### config.mk
export PLATFORM = sky130hd
export DESIGN_NAME = ycbcr_coef_ctrl
export DESIGN_NICKNAME = d
export VERILOG_FILES = /design/src/rtl/ycbcr_coef_ctrl.sv
export SDC_FILE = /design/constraint.sdc
export NUM_CORES = 1
export LEC_CHECK = 0
export BUFFER_PORTS_ARGS = -buffer_cell sky130_fd_sc_hd__buf_4
export CAP_MARGIN = 20
export CORE_MARGIN = 2
export CORE_UTILIZATION = 25
export CTS_BUF_LIST = sky130_fd_sc_hd__clkbuf_4
export CTS_CLUSTER_SIZE = 16
export DETAILED_ROUTE_END_ITERATION = 10
export HOLD_SLACK_MARGIN = 0.15
export PLACE_DENSITY_LB_ADDON = 0.15
export SYNTH_ARGS = -nofsm -noshare
export SYNTH_HDL_FRONTEND = slang
export SYNTH_SLANG_ARGS = --single-unit
### constraint.sdc
create_clock -name clk -period 5 [get_ports clk]
set_input_delay 1.5 -clock clk [delete_from_list [all_inputs] [get_ports clk]]
set_output_delay 1.5 -clock clk [all_outputs]
set_load 0.02 [all_outputs]
### src/rtl/ycbcr_coef_ctrl.sv
// Coefficient loader and host write arbiter for the 512x8 YCbCr coefficient RAM.
// Optional build macro YCBCR_COEF_AUTOLOAD_EN: a host write into the coefficient window triggers a reload.
module ycbcr_coef_ctrl #(
    parameter int N_COEF     = 9,
    parameter int BASE_ADDR  = 0,
    parameter int ADDR_WIDTH = 9,
    parameter int DATA_WIDTH = 8
) (
    input  logic                         clk,
    input  logic                         resetn,
    input  logic                         host_wr_req,
    input  logic [ADDR_WIDTH-1:0]        host_wr_addr,
    input  logic [DATA_WIDTH-1:0]        host_wr_data,
    output logic                         host_wr_ack,
    input  logic                         reload,
    output logic                         busy,
    output logic                         coef_valid,
    output logic [N_COEF*DATA_WIDTH-1:0] coef_bus,
    output logic [ADDR_WIDTH-1:0]        ram_waddr,
    output logic [DATA_WIDTH-1:0]        ram_wdata,
    output logic                         ram_we,
    output logic [ADDR_WIDTH-1:0]        ram_raddr,
    output logic                         ram_re,
    input  logic [DATA_WIDTH-1:0]        ram_rdata
);

    localparam int IDX_W = (N_COEF > 1) ? $clog2(N_COEF) : 1;
    localparam int BUS_W = N_COEF * DATA_WIDTH;
    localparam logic [IDX_W-1:0]      LAST_IDX = IDX_W'(N_COEF - 1);
    localparam logic [ADDR_WIDTH-1:0] BASE_A   = ADDR_WIDTH'(BASE_ADDR);

    typedef enum logic [1:0] {
        S_LOAD  = 2'd0,
        S_DRAIN = 2'd1,
        S_IDLE  = 2'd2,
        S_WRITE = 2'd3
    } state_e;

    state_e                  state_q, state_d;
    logic [IDX_W-1:0]        idx_q, idx_d;
    logic                    pend_q, pend_d;
    logic                    cap_v_q;
    logic [IDX_W-1:0]        cap_idx_q;
    logic [BUS_W-1:0]        shadow_q;
    logic [BUS_W-1:0]        merged;
    logic [BUS_W-1:0]        coef_bus_q;
    logic                    coef_valid_q;
    logic [ADDR_WIDTH-1:0]   wr_addr_q;
    logic [DATA_WIDTH-1:0]   wr_data_q;
    logic                    autoload_hit;

`ifdef YCBCR_COEF_AUTOLOAD_EN
    logic [ADDR_WIDTH-1:0]   wr_off;

    // Unsigned offset wraps for addresses below the window, so one compare covers both bounds.
    always_comb begin
        wr_off       = wr_addr_q - BASE_A;
        autoload_hit = ({1'b0, wr_off} < (ADDR_WIDTH+1)'(N_COEF));
    end
`else
    assign autoload_hit = 1'b0;
`endif

    always_ff @(posedge clk or negedge resetn) begin
        if (!resetn) begin
            state_q <= S_LOAD;
            idx_q   <= '0;
            pend_q  <= 1'b0;
        end else begin
            state_q <= state_d;
            idx_q   <= idx_d;
            pend_q  <= pend_d;
        end
    end

    always_comb begin
        state_d = state_q;
        idx_d   = '0;
        pend_d  = pend_q;
        case (state_q)
            S_LOAD: begin
                if (reload) pend_d = 1'b1;
                if (idx_q == LAST_IDX) state_d = S_DRAIN;
                else                   idx_d   = idx_q + 1'b1;
            end
            S_DRAIN: begin
                // A pulse landing in DRAIN itself is folded into the pending request.
                if (pend_q || reload) begin
                    state_d = S_LOAD;
                    pend_d  = 1'b0;
                end else begin
                    state_d = S_IDLE;
                end
            end
            S_IDLE: begin
                if (reload)           state_d = S_LOAD;
                else if (host_wr_req) state_d = S_WRITE;
            end
            S_WRITE: begin
                if (pend_q || reload) begin
                    state_d = S_LOAD;
                    pend_d  = 1'b0;
                end else if (autoload_hit) begin
                    state_d = S_LOAD;
                end else begin
                    state_d = S_IDLE;
                end
            end
            default: state_d = S_LOAD;
        endcase
    end

    always_comb begin
        busy        = (state_q != S_IDLE);
        ram_re      = (state_q == S_LOAD);
        ram_raddr   = BASE_A + ADDR_WIDTH'(idx_q);
        ram_we      = (state_q == S_WRITE);
        host_wr_ack = (state_q == S_WRITE);
    end

    // Shadow image with the byte arriving this cycle already folded in.
    always_comb begin
        merged = shadow_q;
        if (cap_v_q) begin
            for (int k = 0; k < N_COEF; k++) begin
                if (cap_idx_q == IDX_W'(k)) merged[k*DATA_WIDTH +: DATA_WIDTH] = ram_rdata;
            end
        end
    end

    always_ff @(posedge clk or negedge resetn) begin
        if (!resetn) begin
            cap_v_q      <= 1'b0;
            cap_idx_q    <= '0;
            shadow_q     <= '0;
            coef_bus_q   <= '0;
            coef_valid_q <= 1'b0;
            wr_addr_q    <= '0;
            wr_data_q    <= '0;
        end else begin
            cap_v_q   <= ram_re;
            cap_idx_q <= idx_q;
            if (cap_v_q) shadow_q <= merged;
            if (state_q == S_DRAIN) begin
                coef_bus_q   <= merged;
                coef_valid_q <= 1'b1;
            end
            if (state_q == S_IDLE && state_d == S_WRITE) begin
                wr_addr_q <= host_wr_addr;
                wr_data_q <= host_wr_data;
            end
        end
    end

    assign coef_bus   = coef_bus_q;
    assign coef_valid = coef_valid_q;
    assign ram_waddr  = wr_addr_q;
    assign ram_wdata  = wr_data_q;

endmodule

# == Word-level counts from Yosys, hierarchy flattened ==
# Cells that the tools add are included.
# totals
ff_bits,174
input_bits,29
out_inout_bits,103
elab_cells,54
# classes
n_addsub,1
eq_ne,16
mux,20
n_reduce_logical,7
# op_table
cell,count
$mux 72,1
$mux 8,9
$eq 4x3->1 const B,4
$eq 4x2->1 const B,2
$eq 4x4->1 const B,2
$mux 2,4
$mux 4,2
$eq 2x2->1 const B,3
$pmux 2 s3,1
$add 4x1->4 const B,1
$eq 4x1->1 const B,1
$logic_not 4->1,1
$ne 2x2->1 const B,2
$reduce_and 3->1,1
$eq 2x1->1 const B,1
$logic_not 2->1,1
$mux 1,2
$ne 2x1->1 const B,1
$pmux 1 s2,1
$reduce_bool 2->1,1
$reduce_or 2->1,1
$logic_and 1x1->1,1
$logic_or 1x1->1,1

# == Logic depth before layout (Yosys ltp) ==
# Gate-level depths: netlist (run 1).
# depth
ltp_word,5
ltp_mapped,7
ltp_nobuf,5

# == Worst setup path before layout (run 1) ==
# OpenSTA, ideal clock, no wires.
# synth_timing
kind,input port to flip-flop
from,input port reload
to,"register wr_addr_q[0], in the netlist ram_waddr[0]"
setup_time_ns,0.125
arrival_ns,2.420
t_required_ns,4.875
setup_slack_ns,2.455
path_stages,4
n_path_buf,2
path_cell_list,nor3b_1 > buf_2 > buf_2 > mux2_2
# synth_between
elab_chain_cells,5
word_cells_on_any_way,6
classes_between,eq/ne: 1; mux: 3; reduce/logical: 2
# synth_rtl
element,line,text
"start, declared",15,"input logic reload,"
$logic_or 1x1->1,"88, 100",
$mux 2,100,if (pend_q || reload) begin
$pmux 2 s3 (*),80,case (state_q)
$eq 2x2->1 (*),148,if (state_q == S_IDLE && state_d == S_WRITE) begin
$logic_and 1x1->1 (*),148,
"end signal, assigned",149,wr_addr_q <= host_wr_addr;
"end, declared",48,logic [ADDR_WIDTH-1:0] wr_addr_q;
# Mark *: on every way between the ends. The rest lies on a longest branch, timed or not.
# A chain may end at the register's enable or synchronous reset.

# == Final worst setup path (run 1) ==
# layout_timing
from,register state_q[1]
to,output port ram_re
# layout_between
elab_chain_cells,1
# layout_rtl
element,line,text
"start, declared",39,"state_e state_q, state_d;"
"start signal, assigned",70,state_q <= state_d;
$logic_not 2->1,115,ram_re = (state_q == S_LOAD);
"end, declared",23,"output logic ram_re,"
# No other way between the ends.

==> impl_metrics.yaml, run 1 <==
status:
  status: "finished, final reports clean"
pwr:
  static-leakage-power_nw: 3.84
  switching_share_pct: 43.4
  share_clk_of_total_power_pct: 13.8
  cellInternalPower_w: 0.00329
  power.sequential.fraction_pct: 41.1
  proportion_of_power_drawn_by_combinational_gates_pct: 45.1
  vdd_ir_drop_max_mv: 0.239
  p_per_area_nw_per_um2: 680
  power.net_switching_w: 0.00252
timing:
  relative_slew_margins_pct: 41.4
  fin_crit_ps: 3140
  skew_ps: 22.0
  rsz0062_at_grt: "false"
  tightestPinTransition_ps: 879
  worst_hold_slack_ps: 449
  period_share_pct: 62.8
  timing_max_transition_violations_final: 0
  timing.fmax_mhz: 319
  finalHoldViolations: 0
  setup_tns_ps: 0
  final-setup-viol-count: 0
clock_tree:
  cts_made_buffers: 17
  cts_num_sinks: 174
  cts_h_tree_depth: 4
  cts_tree: "yes"
  postCtsSetupRepairBufs: 0
  post_cts_repair_resize_count: 0
  cts.reportedPaths.clkPinSlew_ps: 160
  cts_root_buffer: "sky130_fd_sc_hd__clkbuf_4"
  cts_hold_repair.buffers: 0
  worstSkewPairLatency_ps: 560
  ctsLongestPathBuffers: 2
logic_synthesis:
  synth_edf_count: 0
  mappedNetlistArea_um2: 7000
  yosys.cell_types.count: 36
  synthCells: 664
  ys_ff_latch: 174
  ys_seq_area_share_pct: 62.2
  synthArstFlopShare_pct: 100
  syn_area_per_cell_um2: 10.5
  synthesis.yosys.warnings: 0
  dominantRegCellSynth: "sky130_fd_sc_hd__dfrtp_1"
global_routing:
  initial_antenna_violation_count: 0
  grt_pass1_wl_mm: 31.5
  largest_net_degree_at_the_start_of_global_routing: 90
  aggregate_global_route_resource_usage_pct: 14.2
  globalRoute.totalOverflow: 0
  vias_in_the_first_global_route: 5362
critical_path:
  r2r_start: "cap_idx_q[1]"
  worstPathRequired_ps: 3500
  path_cells: "nor2_1 -> buf_4"
  worst_path_dominant_cell_family: "flip-flops"
  worst_path_max_delay_cell: "sky130_fd_sc_hd__dfrtp_1"
  crit_arrival_ps: 1640
  crit_path_end_kind: "output port"
  worstSetupStartpointType: "register"
  path_class: "register to output port"
  timing.reg2reg.setup_slack_ps: 2930
  timing.rr.end: "shadow_q[70]"
  worst-path-buf-inv: 1
  critPathMaxStageDelay_ps: 510
  worst-path-max-fanout: 8
  rr_worst_depth: 4
  worst-path-stages: 2
worst_hold_path:
  hold_path.class: "register to register"
  worst_hold_startpoint: "pend_q"
  worst_hold_path.endpoint: "state_q[1]"
  worstHoldPathCells: 1
finish:
  area_delta_synth_final_pct: 22.0
  mostFrequentLayoutCells: "sky130_fd_sc_hd__dfrtp_1 (174), sky130_fd_sc_hd__buf_4 (138), sky130_fd_sc_hd__nand2_1 (115), sky130_fd_sc_hd__nor2_1 (68), sky130_fd_sc_hd__o21ai_0 (65)"
  final_util_pct: 30.8
  num-nets-final: 800
  multi_input_comb_area_um2: 2390
  layout.cells.most_common: "sky130_fd_sc_hd__dfrtp_1"
  n_fill_cell: 2923
  antennaDiodeCount: 0
  layout-drive-gt1-share_pct: 25.7
  seq_area_um2: 4350
route:
  wl_per_cell_um: 17.3
  post_drt_via_cell_ratio: 4.56
  final_antenna_net_count: 0
  drt-pass1-iter-count: 4
  detailedRoute.firstIterationViolations: 338
  detailroute.via_count: 5285
  detail_route.drc_violations: 0
  wire_length_after_detailed_routing_mm: 20.1
floorplan:
  core_region_area_um2: 27700
  die_area_um2: 29400
  initial_core_util_pct: 25.3
  row_count: 61
  number_of_top_level_pins: 132
  chipHeight_um: 171
  die_x_um: 171
flow_run:
  drv_cap: 0
placed_design:
  place.detailed.hpwl_mm: 12.2
  portBuffers: 126
  routabilityCongestion: 0.690
cells in the mapped netlist, types with 5 or more instances:
library cell	count	share of area, %
sky130_fd_sc_hd__nor2_1	68	3.6
sky130_fd_sc_hd__buf_4	6	0.64
sky130_fd_sc_hd__a31oi_1	64	5.7
sky130_fd_sc_hd__clkbuf_1	42	2.3
sky130_fd_sc_hd__nand2_1	115	6.2
sky130_fd_sc_hd__o311ai_0	8	1.0
sky130_fd_sc_hd__o211ai_1	8	0.86
sky130_fd_sc_hd__mux2_2	23	3.7
sky130_fd_sc_hd__nand2b_1	5	0.45
sky130_fd_sc_hd__o21ai_0	65	4.6
sky130_fd_sc_hd__dfrtp_1	174	62
sky130_fd_sc_hd__nand3_1	16	1.1
sky130_fd_sc_hd__and3b_1	18	2.3
sky130_fd_sc_hd__nand4_1	16	1.4
layer usage:
metal / part of all wire [%] / track usage [%] / up-vias
li1: - / - / 2525
met3: 6.1 / 4.03 / 11
met2: 46 / 22.2 / 130
met1: 47 / 19.3 / 2619
met5: 0 / 0 / -
met4: 0.75 / 3.43 / 0
power groups by stage:
| stage | registers, W | clock network (W) | logic, W |
|---|---|---|---|
| 2_1_floorplan | 0.00274 | 0 | 0.00124 |
| 3_3_place_gp | 0.00243 | 0 | 0.00266 |
| 3_5_place_dp | 0.00243 | 0 | 0.00267 |
| 4_1_cts | 0.00240 | 0.000844 | 0.00268 |
| 5_1_grt | 0.00248 | 0.000901 | 0.00291 |
| 6_report | 0.00239 | 0.000802 | 0.00262 |
metrics by stage:
| step | setup slack, ps | std cells | instance area [µm²] | total power [W] |
|---|---|---|---|---|
| 2_1_floorplan | 2450 | 668 | 7020 | 0.00399 |
| 3_3_place_gp | 2290 | 1128 | 8280 | 0.00509 |
| 3_5_place_dp | 2270 | 1128 | 8280 | 0.00511 |
| 4_1_cts | 1800 | 1160 | 8550 | 0.00592 |
| 5_1_grt | 1700 | 1160 | 8550 | 0.00629 |
| 6_report | 1860 | 1160 | 8550 | 0.00581 |
layout make-up:
type | instances | area share [%]
clock buffer | 18 | 1.58
clock inverter | 14 | 1.54
inverter | 3 | 0.132
multi-input combinational | 434 | 28.0
sequential | 174 | 50.9
tap | 378 | 5.53
timing repair buffer | 139 | 12.3
how the worst max path moves through the flow:
stage,startpoint,endpoint
6_report,state_q[1],ram_re
5_1_grt,state_q[1],ram_re
4_1_cts,state_q[1],ram_re
3_5_place_dp,resetn,coef_bus[15]
3_3_place_gp,resetn,coef_bus[15]
2_1_floorplan,reload,ram_waddr[0]
worst register-to-register path, delay by kind of cell, from the launching register on:
kind	cells	cell delay, ps
and+or+nand+nor	2	930
muxes	1	410
DFF	1	380
buffers and inverters	1	260
kinds of logic after synthesis:
family,Yosys count,synth area share (%)
muxes,26,4.27
and+or+nand+nor,250,16.3
buffers and inverters,60,4.09
DFF,174,62.2
AOI/OAI and AO/OA,151,12.8
adders and majority gates,2,0.357
other,1,0.0535
registers in the layout, indices dropped and copies added (netlist names):
register and flops:
state_q 2, ram_wdata 8, coef_valid 1, pend_q 1, idx_q 4, coef_bus 72
cap_v_q 1, cap_idx_q 4, shadow_q 72, ram_waddr 9
Power figures use the tool's default switching activity.
==> inputs of run 2 (changes only) <==
--- a/config.mk
+++ b/config.mk
@@ -5,6 +5,7 @@
 export SDC_FILE = /design/constraint.sdc
 export NUM_CORES = 1
 export LEC_CHECK = 0
+export ABC_AREA = 1
 export BUFFER_PORTS_ARGS = -buffer_cell sky130_fd_sc_hd__buf_4
 export CAP_MARGIN = 20
 export CORE_MARGIN = 2
==> constraint.sdc (replaced) <==
create_clock -name clk -period 2.8 [get_ports clk]
set_input_delay 0.84 -clock clk [delete_from_list [all_inputs] [get_ports clk]]
set_output_delay 0.84 -clock clk [all_outputs]
set_load 0.02 [all_outputs]
==> run 2 against run 1 <==
- routed wire length shrank 2.6%
- global-route usage shrank 0.86 points
- setup slack got worse by 1400 ps
- highest routed layer unchanged
- clock power grew 78%
- critical path depth is the same
- first-iteration DRC count down 23%
- clock skew is 0.58 ps lower
==> impl_metrics.yaml, run 2 <==
status:
  status: "finished, final reports clean"
route:
  final_antenna_net_count: 0
  wire_length_after_detailed_routing_mm: 19.6
  post_drt_via_cell_ratio: 4.11
  wl_per_cell_um: 14.4
  detail_route.drc_violations: 0
  detailroute.via_count: 5587
  detailedRoute.firstIterationViolations: 259
  drt-pass1-iter-count: 4
pwr:
  power.sequential.fraction_pct: 41.3
  p_per_area_nw_per_um2: 1130
  proportion_of_power_drawn_by_combinational_gates_pct: 44.7
  power.net_switching_w: 0.00418
  vdd_ir_drop_max_mv: 0.355
  cellInternalPower_w: 0.00601
  switching_share_pct: 41.0
  static-leakage-power_nw: 4.69
  design_power_total_w: 0.0102
  share_clk_of_total_power_pct: 14.0
critical_path:
  timing.reg2reg.setup_slack_ps: 1030
  worstPathRequired_ps: 1960
  worst_path_max_delay_cell: "sky130_fd_sc_hd__dfrtp_1"
  worst-path-stages: 2
  critPathMaxStageDelay_ps: 480
  worst-path-max-fanout: 6
  worstSetupStartpointType: "register"
  crit_arrival_ps: 1520
  path_class: "register to output port"
  worst_path_dominant_cell_family: "flip-flops"
  rr_worst_depth: 7
  crit_path_end_kind: "output port"
  path_cells: "nor2_1 -> buf_4"
  critical_path.startpoint: "state_q[0]"
  r2r_start: "cap_idx_q[2]"
  timing.rr.end: "coef_bus[35]"
  cp-endpoint: "ram_re"
  worst-path-buf-inv: 1
timing:
  finalHoldViolations: 0
  period_share_pct: 84.2
  fin_crit_ps: 2360
  skew_ps: 21.4
  rsz0062_at_grt: "false"
  tightestPinTransition_ps: 841
  timing.fmax_mhz: 424
  timing_max_transition_violations_final: 0
  setup_tns_ps: 0
  relative_slew_margins_pct: 43.9
  final-setup-viol-count: 0
clock_tree:
  cts_root_buffer: "sky130_fd_sc_hd__clkbuf_4"
  cts_h_tree_depth: 4
  postCtsSetupRepairBufs: 0
  cts_tree: "yes"
  cts_hold_repair.buffers: 1
  ctsLongestPathBuffers: 2
  cts.reportedPaths.clkPinSlew_ps: 150
  cts_made_buffers: 17
  worstSkewPairLatency_ps: 570
  cts_num_sinks: 174
  post_cts_repair_resize_count: 0
floorplan:
  core_region_area_um2: 28800
  die_x_um: 175
  number_of_top_level_pins: 132
  initial_core_util_pct: 25.5
  row_count: 62
  chipHeight_um: 175
  die_area_um2: 30700
logic_synthesis:
  ys_seq_area_share_pct: 59.4
  synthCells: 828
  synth_edf_count: 0
  yosys.area.top_type: "sky130_fd_sc_hd__dfrtp_1"
  yosys.area.top_type_share_pct: 59.4
  synth_top_cells_by_count: "sky130_fd_sc_hd__nand2_1 (263), sky130_fd_sc_hd__dfrtp_1 (174), sky130_fd_sc_hd__nand3_1 (109)"
  synthesis.yosys.warnings: 0
  cell_with_the_most_instances_after_synthesis: "sky130_fd_sc_hd__nand2_1"
  mappedNetlistArea_um2: 7330
  syn_area_per_cell_um2: 8.85
  ys_ff_latch: 174
  yosys.cell_types.count: 24
  synth.area.top_cells: "sky130_fd_sc_hd__dfrtp_1 (59%), sky130_fd_sc_hd__nand2_1 (13%), sky130_fd_sc_hd__nand3_1 (7.4%), sky130_fd_sc_hd__and2_1 (6.1%), sky130_fd_sc_hd__inv_1 (5.1%)"
  dominantRegCellSynth: "sky130_fd_sc_hd__dfrtp_1"
  synthArstFlopShare_pct: 100
global_routing:
  grt_pass1_wl_mm: 31.9
  initial_antenna_violation_count: 1
  largest_net_degree_at_the_start_of_global_routing: 73
  vias_in_the_first_global_route: 5712
  globalRoute.totalOverflow: 0
  aggregate_global_route_resource_usage_pct: 13.3
finish:
  layout.cells.most_common: "sky130_fd_sc_hd__nand2_1"
  n_fill_cell: 3047
  num-nets-final: 991
  area_delta_synth_final_pct: 23.6
  layout-drive-gt1-share_pct: 18.9
  mostFrequentLayoutCells: "sky130_fd_sc_hd__nand2_1 (262), sky130_fd_sc_hd__dfrtp_1 (174), sky130_fd_sc_hd__buf_4 (137), sky130_fd_sc_hd__nand3_1 (109), sky130_fd_sc_hd__inv_1 (100)"
flow_run:
  drv_cap: 0
placed_design:
  portBuffers: 126
  routabilityCongestion: 0.725
  place.detailed.hpwl_mm: 12.7
worst_hold_path:
  hold_path.class: "input port to register"
==> run 2: cell count changes in the layout (fill, tap and decap cells not counted), moves of 8 or more <==
cell and delta:
sky130_fd_sc_hd__a31oi_1 -64, sky130_fd_sc_hd__o311ai_0 -8, sky130_fd_sc_hd__and3b_1 -18, sky130_fd_sc_hd__mux2_2 -23
sky130_fd_sc_hd__o211ai_1 -8, sky130_fd_sc_hd__nor2_1 -62, sky130_fd_sc_hd__nand2_1 +147, sky130_fd_sc_hd__nand3_1 +93
sky130_fd_sc_hd__nand4_1 +8, sky130_fd_sc_hd__inv_1 +97, sky130_fd_sc_hd__and2_1 +70, sky130_fd_sc_hd__o21ai_0 -47
sky130_fd_sc_hd__clkinv_1 +11
==> run 2: layer usage <==
metal / wire, µm / global-route usage, % / part of all wire, %
met2: 8470 / 19.9 / 43
met4: 265 / 3.54 / 1.4
met5: 0 / 0 / 0
met3: 1190 / 4.20 / 6.1
met1: 9670 / 18.6 / 49
==> run 2: kinds of logic (layout without fill, tap and decap cells) <==
group / count (synthesis) / after routing / synth area share (%)
DFF: 174 / 174 / 59.4
xor gates and xnor gates: 2 / 2 / 0.239
adders and majority gates: 2 / 2 / 0.341
and+or+nand+nor: 485 / 485 / 30.6
other: 1 / 6 / 0.0512
AOI/OAI and AO/OA: 20 / 20 / 1.38
buffers and inverters: 144 / 285 / 8.02
==> run 2: metrics by stage <==
step | std cells | utilization, % | worst slack (ps) | instance area [µm²] | hold slack, ps
2_1_floorplan | 832 | - | 1180 | 7340 | 475
3_3_place_gp | 1324 | 30.5 | 838 | 8770 | 466
3_5_place_dp | 1324 | 30.5 | 806 | 8770 | 468
4_1_cts | 1357 | 31.5 | 332 | 9050 | 346
5_1_grt | 1358 | 31.5 | 255 | 9060 | 339
6_report | 1358 | 31.5 | 442 | 9060 | 408
==> run 2: cell type report <==
type	count	area (µm²)	share of cell area, %
flip-flops and latches	174	4350	48.1
multi-input cells	514	2400	26.6
repair buffers	143	1130	12.5
well taps	384	480	5.31
inverters	110	413	4.56
clock buffers	20	150	1.66
clock inverters	12	121	1.34
diodes	1	2.50	0.0276
==> run 2: worst min path at each step <==
stage	from	to	slack (ps)	cells past startpoint
after global routing	reload	state_q[1]	340	2
after CTS	reload	state_q[1]	350	2
after detailed placement	coef_bus[51]	coef_bus[51]	470	2
final	reload	state_q[1]	410	2
after global placement	coef_bus[28]	coef_bus[28]	470	2
after floorplan	pend_q	state_q[1]	470	3
==> run 2: power groups by stage <==
stage	Combinational, W	Clock [W]	Sequential, W
global placement	0.00459	0	0.00428
detailed placement	0.00461	0	0.00428
CTS	0.00465	0.00152	0.00423
finish	0.00455	0.00143	0.00421
floorplan	0.00224	0	0.00485
global route	0.00515	0.00161	0.00435
==> inputs of run 3 (changes only) <==
==> constraint.sdc (replaced) <==
create_clock -name clk -period 2.3 [get_ports clk]
set_input_delay 0.69 -clock clk [delete_from_list [all_inputs] [get_ports clk]]
set_output_delay 0.69 -clock clk [all_outputs]
set_load 0.02 [all_outputs]
==> run 3 against run 2 <==
- highest routed layer unchanged
- critical path type unchanged
- clock skew increased by 15 ps
- cell area increased by 0.46%
- core utilization increased by 0.14 points
==> impl_metrics.yaml, run 3 (synthesis gave the netlist of run 2 again) <==
status:
  status: "finished, final reports clean"
pwr:
  switching_share_pct: 41.7
  vdd_ir_drop_max_mv: 0.348
  static-leakage-power_nw: 4.73
  power.sequential.fraction_pct: 40.9
  p_per_area_nw_per_um2: 1380
  share_clk_of_total_power_pct: 14.7
  power.net_switching_w: 0.00525
  proportion_of_power_drawn_by_combinational_gates_pct: 44.4
  cellInternalPower_w: 0.00733
route:
  detail_route.drc_violations: 0
  drt-pass1-iter-count: 4
  detailedRoute.firstIterationViolations: 296
  post_drt_via_cell_ratio: 4.09
  wl_per_cell_um: 14.8
  wire_length_after_detailed_routing_mm: 20.2
  final_antenna_net_count: 0
  detailroute.via_count: 5590
global_routing:
  vias_in_the_first_global_route: 5743
  initial_antenna_violation_count: 1
  aggregate_global_route_resource_usage_pct: 13.9
  grt_pass1_wl_mm: 33.1
  globalRoute.totalOverflow: 0
  largest_net_degree_at_the_start_of_global_routing: 73
critical_path:
  critical_path.startpoint: "state_q[0]"
  worst-path-max-fanout: 6
  r2r_start: "cap_idx_q[1]"
  crit_arrival_ps: 1400
  crit_path_end_kind: "output port"
  cp-endpoint: "busy"
  rr_worst_depth: 5
  timing.rr.end: "coef_bus[7]"
  path_class: "register to output port"
  worstPathRequired_ps: 1610
  timing.reg2reg.setup_slack_ps: 470
  worstSetupStartpointType: "register"
finish:
  final_util_pct: 31.6
  final_design_area_no_fill_um2: 9100
  layout-drive-gt1-share_pct: 19.4
  n_fill_cell: 3071
  mostFrequentLayoutCells: "sky130_fd_sc_hd__nand2_1 (262), sky130_fd_sc_hd__dfrtp_1 (174), sky130_fd_sc_hd__buf_4 (142), sky130_fd_sc_hd__nand3_1 (109), sky130_fd_sc_hd__inv_1 (100)"
  layout.cells.most_common: "sky130_fd_sc_hd__nand2_1"
  num-nets-final: 995
  area_delta_synth_final_pct: 24.1
timing:
  relative_slew_margins_pct: 42.3
  finalHoldViolations: 0
  setup_tns_ps: 0
  final-setup-viol-count: 0
  worst_hold_slack_ps: 276
  tightestPinTransition_ps: 866
  period_share_pct: 91.0
  rsz0062_at_grt: "false"
  fin_crit_ps: 2090
  timing.fmax_mhz: 478
  timing_max_transition_violations_final: 0
  skew_ps: 36.3
  final.setup.worst_slack_ps: 208
floorplan:
  chipHeight_um: 175
  initial_core_util_pct: 25.5
  die_x_um: 175
  number_of_top_level_pins: 132
  die_area_um2: 30700
  core_region_area_um2: 28800
  row_count: 62
placed_design:
  dpl_worst_slack_ps: 444
  area_after_detailed_placement_um2: 8790
  place.detailed.hpwl_mm: 13.1
  portBuffers: 126
  routabilityCongestion: 0.697
clock_tree:
  worstSkewPairLatency_ps: 570
  ctsLongestPathBuffers: 2
  cts_tree: "yes"
  cts_made_buffers: 17
  cts_num_sinks: 174
  cts_h_tree_depth: 4
  cts_root_buffer: "sky130_fd_sc_hd__clkbuf_4"
  cts.reportedPaths.clkPinSlew_ps: 150
worst_hold_path:
  hold_path.class: "input port to register"
flow_run:
  drv_cap: 0
[run 3: through the flow]
| step | total power [W] | cells |
|---|---|---|
| 2_1_floorplan | 0.00864 | 832 |
| 3_3_place_gp | 0.0109 | 1328 |
| 3_5_place_dp | 0.0109 | 1328 |
| 4_1_cts | 0.0128 | 1361 |
| 5_1_grt | 0.0137 | 1366 |
| 6_report | 0.0126 | 1366 |
[run 3: layer usage]
| layer | vias to the layer above | global-route usage, % | share of wire [%] |
|---|---|---|---|
| met5 | - | 0 | 0 |
| met2 | 133 | 21.7 | 45 |
| met4 | 0 | 3.40 | 0.99 |
| met1 | 2617 | 18.8 | 47 |
| li1 | 2831 | - | - |
| met3 | 9 | 4.16 | 6.4 |
[run 3: timing repair]
action | in CTS | in global routing
setup endpoints to repair | 0 | 1
resized for setup | 0 | 1
hold buffers | 1 | 0
setup buffers | 0 | 0
hold endpoints to repair | 126 | 0
[run 3: final cells by class]
type / count / area, µm² / area share (%)
Clock inverter: 15 / 155 / 1.71
Inverter: 110 / 413 / 4.54
Antenna cell: 5 / 12.5 / 0.138
Clock buffer: 17 / 128 / 1.40
Sequential cell: 174 / 4350 / 47.9
Tap cell: 384 / 480 / 5.28
Multi-Input combinational cell: 514 / 2410 / 26.5
Timing Repair Buffer: 147 / 1150 / 12.6
[run 3: power groups by stage]
stage	clock (W)	combinational (W)	sequential, W
floorplan	0	0.00273	0.00591
global placement	0	0.00563	0.00523
detailed placement	0	0.00565	0.00525
CTS	0.00194	0.00568	0.00518
global route	0.00207	0.00634	0.00533
finish	0.00185	0.00558	0.00514
[run 3: how the worst min path moves through the flow]
stage / start / end / slack (ps) / cells past startpoint
global placement: coef_valid / coef_valid / 460 / 1
detailed placement: idx_q[3] / cap_idx_q[3] / 470 / 0
finish: reload / state_q[1] / 280 / 2
floorplan: resetn / cap_idx_q[0] / 390 / 0
CTS: reload / state_q[1] / 210 / 2
global route: reload / state_q[1] / 210 / 2
[run 3: critical path, stage by stage, from the launching register on]
cell                      delay (ps)
sky130_fd_sc_hd__dfrtp_1         480
sky130_fd_sc_hd__nor2_1          170
sky130_fd_sc_hd__inv_1            70
sky130_fd_sc_hd__buf_4           160
